--- src/rtl/ct_f_spsram_2048x88_ctrl.sv ---
// ct_f_spsram_2048x88_ctrl: valid/ready write and read front-end for a 2048x88 single-port SRAM,
// with conflict-only round-robin arbitration and a 2-entry read response buffer.
// Optional power-up zero-fill sequencer is enabled by defining CT_SPSRAM_CTRL_INIT_EN.
module ct_f_spsram_2048x88_ctrl #(
    parameter int ADDR_WIDTH = 11,
    parameter int DATA_WIDTH = 88
) (
    input  logic                  forever_cpuclk,
    input  logic                  cpurst_b,
    input  logic                  wr_vld,
    output logic                  wr_rdy,
    input  logic [ADDR_WIDTH-1:0] wr_addr,
    input  logic [DATA_WIDTH-1:0] wr_data,
    input  logic [DATA_WIDTH-1:0] wr_bwen,
    input  logic                  rd_vld,
    output logic                  rd_rdy,
    input  logic [ADDR_WIDTH-1:0] rd_addr,
    output logic                  rd_resp_vld,
    input  logic                  rd_resp_rdy,
    output logic [DATA_WIDTH-1:0] rd_resp_data,
    output logic                  init_done,
    output logic [ADDR_WIDTH-1:0] sram_a,
    output logic                  sram_cen,
    output logic                  sram_gwen,
    output logic [DATA_WIDTH-1:0] sram_wen,
    output logic [DATA_WIDTH-1:0] sram_d,
    input  logic [DATA_WIDTH-1:0] sram_q
);
    localparam logic PRIO_WR = 1'b0;
    localparam logic PRIO_RD = 1'b1;

    logic                  r_prio;
    logic                  r_inflight;
    logic [DATA_WIDTH-1:0] r_buf [2];
    logic                  r_wptr;
    logic                  r_rptr;
    logic [1:0]            r_cnt;

    logic                  w_init_done;
    logic                  w_init_wr;
    logic [ADDR_WIDTH-1:0] w_init_addr;
    logic                  w_pop;
    logic [2:0]            w_credit;
    logic                  w_rd_ok;
    logic                  w_el_wr;
    logic                  w_el_rd;
    logic                  w_gnt_wr;
    logic                  w_gnt_rd;

`ifdef CT_SPSRAM_CTRL_INIT_EN
    typedef enum logic [1:0] {
        ST_IDLE = 2'd0,
        ST_INIT = 2'd1,
        ST_DONE = 2'd2
    } state_t;

    localparam logic [ADDR_WIDTH:0] INIT_LAST = {1'b0, {ADDR_WIDTH{1'b1}}};

    state_t                r_state;
    logic [ADDR_WIDTH:0]   r_init_addr;
    logic                  r_init_done;

    // Zero-fill sequencer: one write per cycle, then hand the port over to traffic
    always_ff @(posedge forever_cpuclk or negedge cpurst_b) begin
        if (!cpurst_b) begin
            r_state     <= ST_IDLE;
            r_init_addr <= {(ADDR_WIDTH+1){1'b0}};
            r_init_done <= 1'b0;
        end else begin
            case (r_state)
                ST_IDLE: begin
                    r_state     <= ST_INIT;
                    r_init_addr <= {(ADDR_WIDTH+1){1'b0}};
                    r_init_done <= 1'b0;
                end
                ST_INIT: begin
                    if (r_init_addr == INIT_LAST) begin
                        r_state     <= ST_DONE;
                        r_init_done <= 1'b1;
                    end else begin
                        r_init_addr <= r_init_addr + {{ADDR_WIDTH{1'b0}}, 1'b1};
                    end
                end
                ST_DONE: begin
                    r_init_done <= 1'b1;
                end
                default: begin
                    r_state     <= ST_IDLE;
                    r_init_done <= 1'b0;
                end
            endcase
        end
    end

    assign w_init_done = r_init_done;
    assign w_init_wr   = (r_state == ST_INIT);
    assign w_init_addr = r_init_addr[ADDR_WIDTH-1:0];
`else
    assign w_init_done = 1'b1;
    assign w_init_wr   = 1'b0;
    assign w_init_addr = {ADDR_WIDTH{1'b0}};
`endif

    assign init_done    = w_init_done;
    assign rd_resp_vld  = (r_cnt != 2'd0);
    assign rd_resp_data = r_buf[r_rptr];
    assign w_pop        = rd_resp_vld & rd_resp_rdy;

    // A read needs a free slot counting the in-flight beat; a same-cycle pop frees one
    assign w_credit = {2'b00, r_inflight} + {1'b0, r_cnt} - {2'b00, w_pop};
    assign w_rd_ok  = w_init_done & (w_credit < 3'd2);

    assign w_el_wr  = wr_vld & w_init_done;
    assign w_el_rd  = rd_vld & w_rd_ok;
    assign wr_rdy   = w_init_done & (~w_el_rd | (r_prio == PRIO_WR));
    assign rd_rdy   = w_rd_ok & (~w_el_wr | (r_prio == PRIO_RD));
    assign w_gnt_wr = w_el_wr & wr_rdy;
    assign w_gnt_rd = w_el_rd & rd_rdy;

    // SRAM port drive: zero-fill, granted write, granted read, or idle
    always_comb begin
        sram_cen  = 1'b1;
        sram_gwen = 1'b1;
        sram_wen  = {DATA_WIDTH{1'b1}};
        sram_a    = {ADDR_WIDTH{1'b0}};
        sram_d    = {DATA_WIDTH{1'b0}};
        if (w_init_wr) begin
            sram_cen  = 1'b0;
            sram_gwen = 1'b0;
            sram_wen  = {DATA_WIDTH{1'b0}};
            sram_a    = w_init_addr;
        end else if (w_gnt_wr) begin
            sram_cen  = 1'b0;
            sram_gwen = 1'b0;
            sram_wen  = ~wr_bwen;
            sram_a    = wr_addr;
            sram_d    = wr_data;
        end else if (w_gnt_rd) begin
            sram_cen  = 1'b0;
            sram_a    = rd_addr;
        end else begin
            sram_cen  = 1'b1;
        end
    end

    // Priority pointer flips only when both channels compete
    always_ff @(posedge forever_cpuclk or negedge cpurst_b) begin
        if (!cpurst_b) begin
            r_prio <= PRIO_WR;
        end else if (w_el_wr & w_el_rd) begin
            r_prio <= ~r_prio;
        end else begin
            r_prio <= r_prio;
        end
    end

    // In-flight tracking and response FIFO; sram_q is captured the cycle after the read
    always_ff @(posedge forever_cpuclk or negedge cpurst_b) begin
        if (!cpurst_b) begin
            r_inflight <= 1'b0;
            r_buf[0]   <= {DATA_WIDTH{1'b0}};
            r_buf[1]   <= {DATA_WIDTH{1'b0}};
            r_wptr     <= 1'b0;
            r_rptr     <= 1'b0;
            r_cnt      <= 2'd0;
        end else begin
            r_inflight <= w_gnt_rd;
            if (r_inflight) begin
                r_buf[r_wptr] <= sram_q;
                r_wptr        <= ~r_wptr;
            end
            if (w_pop) begin
                r_rptr <= ~r_rptr;
            end
            case ({r_inflight, w_pop})
                2'b10:   r_cnt <= r_cnt + 2'd1;
                2'b01:   r_cnt <= r_cnt - 2'd1;
                default: r_cnt <= r_cnt;
            endcase
        end
    end
endmodule

--- config.mk ---
export PLATFORM = sky130hd
export DESIGN_NAME = ct_f_spsram_2048x88_ctrl
export DESIGN_NICKNAME = d
export VERILOG_FILES = /design/src/rtl/ct_f_spsram_2048x88_ctrl.sv
export SDC_FILE = /design/constraint.sdc
export NUM_CORES = 1
export LEC_CHECK = 0
export CAP_MARGIN = 20
export CORE_AREA = 2 2 224 226
export DETAILED_ROUTE_END_ITERATION = 10
export DIE_AREA = 0 0 226 228
export DONT_BUFFER_PORTS = 1
export SETUP_SLACK_MARGIN = 0.3
export SLEW_MARGIN = 20
export SYNTH_ARGS = -nofsm -noshare
export SYNTH_HDL_FRONTEND = slang
export SYNTH_SLANG_ARGS = --single-unit
--- constraint.sdc ---
create_clock -name forever_cpuclk -period 5.5 [get_ports forever_cpuclk]
set_clock_uncertainty 0.15 [all_clocks]
set_input_delay 1.65 -clock forever_cpuclk [delete_from_list [all_inputs] [get_ports forever_cpuclk]]
set_output_delay 1.65 -clock forever_cpuclk [all_outputs]
set_load 0.02 [all_outputs]
==> impl_metrics.env, run 1 <==
export IMPL_drtIter0Drc=434
export IMPL_die_w_um=226
export IMPL_rsz0062_at_grt="yes"
export IMPL_grt_usage_pct=17.97
export IMPL_dieHeight_um=228
export IMPL_ios=572
export IMPL_synth_fp_nets=1005
export IMPL_tritoncts="built"
export IMPL_pre_cts_ws_ps=-57.19
export IMPL_core_mm2=0.04935
export IMPL_hpwl_um=38930
export IMPL_gp_congestion=1.114
export IMPL_overflow=0
export IMPL_synthSimpleGateAreaFrac_pct=10.63
export IMPL_total_power_mw=7.664
export IMPL_h_tree_depth=4
export IMPL_yosys_warnings=0
export IMPL_drive_gt1_share_pct=63.14
export IMPL_crit_buf_inv=4
export IMPL_peakVddDrop_uv=204.6
export IMPL_synth_mux_area_share_pct=32.97
export IMPL_cts_sinks=182
export IMPL_power_density_mw_per_mm2=640.3
export IMPL_synth_compound_area_share_pct=1.693
export IMPL_clk_latency_ps=470
export IMPL_drv_cap=0
export IMPL_drtAntennaViolNets=0
export IMPL_io_buffers=0
export IMPL_cpMaxStageDelayCell="fa_2"
export IMPL_clock_fmax_mhz=185.1
export IMPL_ff_latch_area_mm2=0.004558
export IMPL_finalHoldViolCount=0
export IMPL_worst_hold_slack_ps=351.2
export IMPL_fin_crit_sh_pct=98.25
export IMPL_worstSetupPathType="input port to output port"
export IMPL_worst_hold_path_type="flip-flop to flip-flop"
export IMPL_cellLeakagePower_nw=4.858
export IMPL_hold_depth=1
export IMPL_die_area_mm2=0.05153
export IMPL_syn_avg_cell_area_um2=12.65
export IMPL_crit_chain="and3b_1, a21oi_2, nand2b_4, fa_2, xnor2_4, a41oi_4, buf_4, buf_6, buf_12, clkbuf_16, and2_2"
export IMPL_slew_headroom_pct=39.70
export IMPL_syn_cell_area_mm2=0.009016
export IMPL_setup_ws_ps=96.05
export IMPL_multiInputGateArea_mm2=0.004526
export IMPL_setup_viol=0
export IMPL_r2r_cells=3
export IMPL_worstSetupEndpointType="output port"
export IMPL_yosysUniqueCellTypes=28
export IMPL_start_util_pct=18.27
export IMPL_arrival_ps=3600
export IMPL_clk_root_buffer_cell="clkbuf_16"
export IMPL_seq_area_frac_synth_pct=50.51
export IMPL_setup_tns_ps=0
export IMPL_fin_crit_ps=5404
export IMPL_synth_top_family_by_area="multiplexers"
export IMPL_final_max_slew_viol_count=0
export IMPL_path_depth=11
export IMPL_clk_pin_slew_ps=60
export IMPL_drt_pass1_iterations=5
export IMPL_via_per_inst=4.387
export IMPL_slowest_delay_ps=390
export IMPL_num_vias=6479
export IMPL_cp_start_kind="input port"
export IMPL_synth_fa_ha_area_share_pct=0.2220
export IMPL_fillers=5152
export IMPL_grt_max_degree=183
export IMPL_grt_pass1_vias=6475
export IMPL_finalWirelength_um=47810
export IMPL_synth_seq_cells=182
export IMPL_drc=0
export IMPL_rows=82
export IMPL_cp_top_family="buffers and inverters"
export IMPL_cts_made_buffers=17
export IMPL_wire_per_inst_um=32.37
export IMPL_path_max_fanout=6
export IMPL_synthXorXnorAreaFrac_pct=0.5690
export IMPL_cp_required_ps=3700
export IMPL_area_growth_pct=32.75
export IMPL_outcome="completed"
export IMPL_cts_max_path_buffers=2
export IMPL_syn_inst=713
export IMPL_ctsHoldBuffers=0
export IMPL_grt_pass1_wl_um=60100
export IMPL_antenna_found_initial=63
export IMPL_final_core_util_pct=24.25
export IMPL_tightest_slew_ps=904.5
export IMPL_fin_nets=1063
[timing repair]
action,CTS,global route
pin swaps,1,0
endpoints found under the setup margin,185,188
endpoints found under the hold margin,0,0
resized for setup,56,73
cloned,2,5
buffers inserted,4,1
[cell families (layout without fill, tap and decap cells)]
group / Yosys count / in the layout
buffers and inverters: 55 / 126
adders and majority gates: 1 / 1
AOI/OAI and AO/OA: 17 / 17
muxes: 264 / 264
DFF: 182 / 182
and+or+nand+nor: 188 / 188
xor gates and xnor gates: 5 / 5
other: 1 / 22
[worst register-to-register path, cell delays in order, from the launching register on]
cell	delay [ps]
dfrtp_1	530
nand2_4	700
buf_4	640
mux2_2	440
[cells in the mapped netlist]
cell type	count	area, um2
inv_1	3	11.26
xnor2_1	3	26.28
buf_2	22	110.1
a22o_1	11	96.34
nand4_1	2	12.51
xnor2_2	1	16.27
and3_1	1	6.260
or2_2	1	6.260
mux2_2	264	2973
buf_4	14	105.1
and4_1	2	17.52
conb_1	1	3.750
a31oi_1	1	6.260
nand2b_1	2	12.51
buf_6	2	22.52
xor2_1	1	8.760
a21oi_1	2	10.01
clkbuf_1	13	48.80
a41oi_4	1	27.53
nor2b_1	1	6.260
fa_1	1	20.02
nand2_1	90	337.8
clkbuf_2	1	5.000
dfrtp_1	182	4554
and3b_1	1	8.760
a211oi_1	1	7.510
and2_1	88	550.5
o21ai_0	1	5.000
[routing by layer]
metal / wire length [um] / track usage (%) / vias to the layer above
met4: 1582 / 6.519 / 58
met2: 21450 / 27.95 / 460
met3: 8435 / 14.59 / 164
met1: 15980 / 17.72 / 3214
met5: 361 / 0 / -
li1: - / - / 2583
[placed cells by master (no fill, tap or decap), drive strengths merged]
| cell type | instances |
|---|---|
| a211oi | 1 |
| a21oi | 2 |
| a22o | 11 |
| a31oi | 1 |
| a41oi | 1 |
| and2 | 88 |
| and3 | 1 |
| and3b | 1 |
| and4 | 2 |
| buf | 89 |
| bufinv | 1 |
| clkbuf | 21 |
| clkinv | 2 |
| clkinvlp | 4 |
| conb | 1 |
| dfrtp | 182 |
| diode | 21 |
| fa | 1 |
| inv | 9 |
| mux2 | 264 |
| nand2 | 90 |
| nand2b | 2 |
| nand4 | 2 |
| nor2b | 1 |
| o21ai | 1 |
| or2 | 1 |
| xnor2 | 4 |
| xor2 | 1 |
[layout make-up]
type	count	share of cell area, %
Antenna cell	21	0.4391
Clock buffer	19	3.701
Clock inverter	13	1.160
Inverter	3	0.09408
Multi-Input combinational cell	476	37.81
Sequential cell	182	38.08
Tap cell	672	7.025
Timing Repair Buffer	91	11.69
[sequential cells by signal, indices dropped and copies added, names as in the netlist]
name	count
r_rptr	1
r_buf	176
r_inflight	1
r_wptr	1
r_prio	1
r_cnt	2
[where the power goes]
group	internal (mW)	switching [mW]
clock network	0.648	0.577
logic	1.79	2.21
registers	2.03	0.407
[final timing paths]
kind / start / to / slack (ps)
max in group asynchronous: cpurst_b / r_rptr$_DFFE_PN0P_ / 4180
min in group asynchronous: cpurst_b / r_buf[139]$_DFFE_PN0P_ / 720
min: r_buf[24]$_DFFE_PN0P_ / r_buf[24]$_DFFE_PN0P_ / 350
max reg2reg: r_inflight$_DFF_PN0_ / r_buf[48]$_DFFE_PN0P_ / 2920
min reg2reg: r_buf[24]$_DFFE_PN0P_ / r_buf[24]$_DFFE_PN0P_ / 350
max: rd_resp_rdy / sram_d[65] / 100
[metrics by stage]
step	area (um2)	instances
after CTS	11610	1450
after floorplan	9069	713
after detailed placement	10810	1412
final	11970	1477
after global routing	11950	1470
after global placement	10810	1412
(Power assumes the default switching activity.)
==> inputs of run 2 (changes only) <==
==> constraint.sdc (replaced) <==
create_clock -name forever_cpuclk -period 4.5 [get_ports forever_cpuclk]
set_clock_uncertainty 0.15 [all_clocks]
set_input_delay 1.35 -clock forever_cpuclk [delete_from_list [all_inputs] [get_ports forever_cpuclk]]
set_output_delay 1.35 -clock forever_cpuclk [all_outputs]
set_load 0.02 [all_outputs]
==> run 2 against run 1 <==
Effect of this change:
- the flow now finishes with violations (negative setup slack)
- non-clock buffer count shrank 11
- first-iteration DRC count grew 1.2%
- worst setup slack lost 350 ps
- flip-flop and latch count is the same
- highest routed layer unchanged
- clock-buffer cell count is the same
- register-to-register slack lost 770 ps
==> impl_metrics.env, run 2 (same netlist as run 1, synthesis figures left out) <==
export IMPL_drive_gt1_share_pct=73.74
export IMPL_rows=82
export IMPL_drtIter0Drc=439
export IMPL_drt_pass1_iterations=5
export IMPL_grt_usage_pct=19.61
export IMPL_drtAntennaViolNets=0
export IMPL_worst_hold_path_type="flip-flop to flip-flop"
export IMPL_crit_buf_inv=4
export IMPL_worstSetupPathType="input port to output port"
export IMPL_slowest_delay_ps=390
export IMPL_grt_pass1_wl_um=65100
export IMPL_die_area_mm2=0.05153
export IMPL_grt_max_degree=183
export IMPL_ios=572
export IMPL_worstSetupStartpoint="rd_resp_rdy"
export IMPL_finalWirelength_um=51490
export IMPL_tritoncts="built"
export IMPL_core_mm2=0.04935
export IMPL_fin_crit_sh_pct=105.5
export IMPL_crit_chain="and3b_2, a21oi_2, nand2b_4, fa_2, xnor2_4, a41oi_4, buf_12, buf_12, clkbuf_16, inv_1"
export IMPL_cp_top_family="buffers and inverters"
export IMPL_ctsHoldBuffers=0
export IMPL_setup_viol=184
export IMPL_fin_nets=1052
export IMPL_cts_sinks=182
export IMPL_top_regs="r_buf: 176 flops, r_cnt: 2 flops"
export IMPL_arrival_ps=3250
export IMPL_cp_required_ps=3000
export IMPL_setup_ws_ps=-249.5
export IMPL_wire_per_inst_um=35.36
export IMPL_clk_root_buffer_cell="clkbuf_16"
export IMPL_drv_cap=0
export IMPL_area_growth_pct=36.15
export IMPL_cp_common_cell="buf_12"
export IMPL_outcome="complete, but fails checks"
export IMPL_cpMaxStageDelayCell="fa_2"
export IMPL_num_vias=6251
export IMPL_power_density_mw_per_mm2=791.0
export IMPL_dieHeight_um=228
export IMPL_clk_latency_ps=460
export IMPL_grt_pass1_vias=6460
export IMPL_die_w_um=226
export IMPL_h_tree_depth=4
export IMPL_r2r_start="r_inflight$_DFF_PN0_"
export IMPL_via_per_inst=4.293
export IMPL_antenna_found_initial=32
export IMPL_path_max_fanout=8
export IMPL_cp_start_kind="input port"
export IMPL_cts_max_path_buffers=2
export IMPL_largest_register_ff_count=176
export IMPL_min_from="r_buf[121]$_DFFE_PN0P_"
export IMPL_cellLeakagePower_nw=5.039
export IMPL_cts_made_buffers=17
export IMPL_worstSetupEndpointType="output port"
export IMPL_layout_common_cells="mux2_2 (264), dfrtp_1 (181), and2_4 (85), nand2_4 (38), nand2_2 (34)"
export IMPL_peakVddDrop_uv=415.2
export IMPL_total_power_mw=9.710
export IMPL_final_common_cell="mux2_2"
export IMPL_tightest_slew_ps=886.0
export IMPL_gp_congestion=1.204
export IMPL_overflow=0
export IMPL_pre_cts_ws_ps=-481.1
export IMPL_rsz0062_at_grt="yes"
export IMPL_violations="negative setup slack"
export IMPL_drc=0
export IMPL_fin_crit_ps=4750
export IMPL_io_buffers=0
export IMPL_start_util_pct=18.27
export IMPL_hpwl_um=42960
export IMPL_clock_fmax_mhz=210.5
export IMPL_clk_pin_slew_ps=60
export IMPL_finalHoldViolCount=0
export IMPL_top_register="r_buf"
export IMPL_final_max_slew_viol_count=0
export IMPL_slew_headroom_pct=40.93
==> run 2: changes by cell type in the layout (fill, tap and decap cells not counted), moves of 6 or more <==
| cell | before | now |
|---|---|---|
| and2_4 | 30 | 85 |
| nand2_1 | 52 | 4 |
| and2_1 | 36 | 0 |
| buf_12 | 50 | 24 |
| nand2_4 | 17 | 38 |
| and2_2 | 22 | 3 |
| nand2_8 | 0 | 14 |
| buf_6 | 4 | 17 |
| nand2_2 | 21 | 34 |
| diode_2 | 21 | 11 |
| buf_4 | 33 | 26 |
| buf_8 | 0 | 6 |
==> run 2: metrics by stage <==
step | std cells | util (%) | hold WS [ps] | setup TNS [ps] | instance area (um2)
5_1_grt | 1454 | 24.86 | 366.6 | -38110 | 12270
3_3_place_gp | 1379 | 20.84 | 330.4 | -35180 | 10280
6_report | 1456 | 24.87 | 349.9 | -27110 | 12280
3_5_place_dp | 1379 | 20.84 | 336.6 | -36520 | 10280
4_1_cts | 1440 | 24.19 | 354.1 | -39630 | 11940
2_1_floorplan | 713 | - | 313.3 | -5010 | 9274
==> run 2: power by group <==
part           internal [mW]  switching (mW)
Combinational           2.37            2.83
Clock                  0.835           0.703
Sequential              2.49           0.481
Total                   5.69            4.02
==> run 2: repair_timing <==
action | in CTS | in global routing
endpoints found under the setup margin | 191 | 191
resized for setup | 218 | 44
cloned | 4 | 2
pin swaps | 71 | 12
setup buffers | 25 | 3
==> run 2: cell type report <==
| cell class | count | area [um2] |
|---|---|---|
| repair buffers | 80 | 1145 |
| diodes | 11 | 27.53 |
| clock inverters | 13 | 158.9 |
| well taps | 672 | 840.8 |
| fillers | 5126 | 37070 |
| clock buffers | 19 | 432.9 |
| flip-flops and latches | 182 | 4558 |
| inverters | 3 | 11.26 |
| multi-input cells | 476 | 5101 |
==> run 2: path summary, 6_finish.rpt <==
check                      slack, ps                     end  cells past startpoint
max                             -250               sram_gwen                     10
min                              350  r_buf[121]$_DFFE_PN0P_                      1
max reg2reg                     2150   r_buf[28]$_DFFE_PN0P_                      3
min reg2reg                      350  r_buf[121]$_DFFE_PN0P_                      1
max in group asynchronous       3470   r_buf[61]$_DFFE_PN0P_                      0
min in group asynchronous        430  r_buf[137]$_DFFE_PN0P_                      0
==> run 2: layer usage <==
layer / track usage [%] / vias to the layer above / part of all wire, %
met5: 0 / - / 0.38
met4: 5.671 / 30 / 1.8
met3: 22.58 / 84 / 23
met2: 27.67 / 386 / 42
met1: 18.09 / 3200 / 32
li1: - / 2551 / -
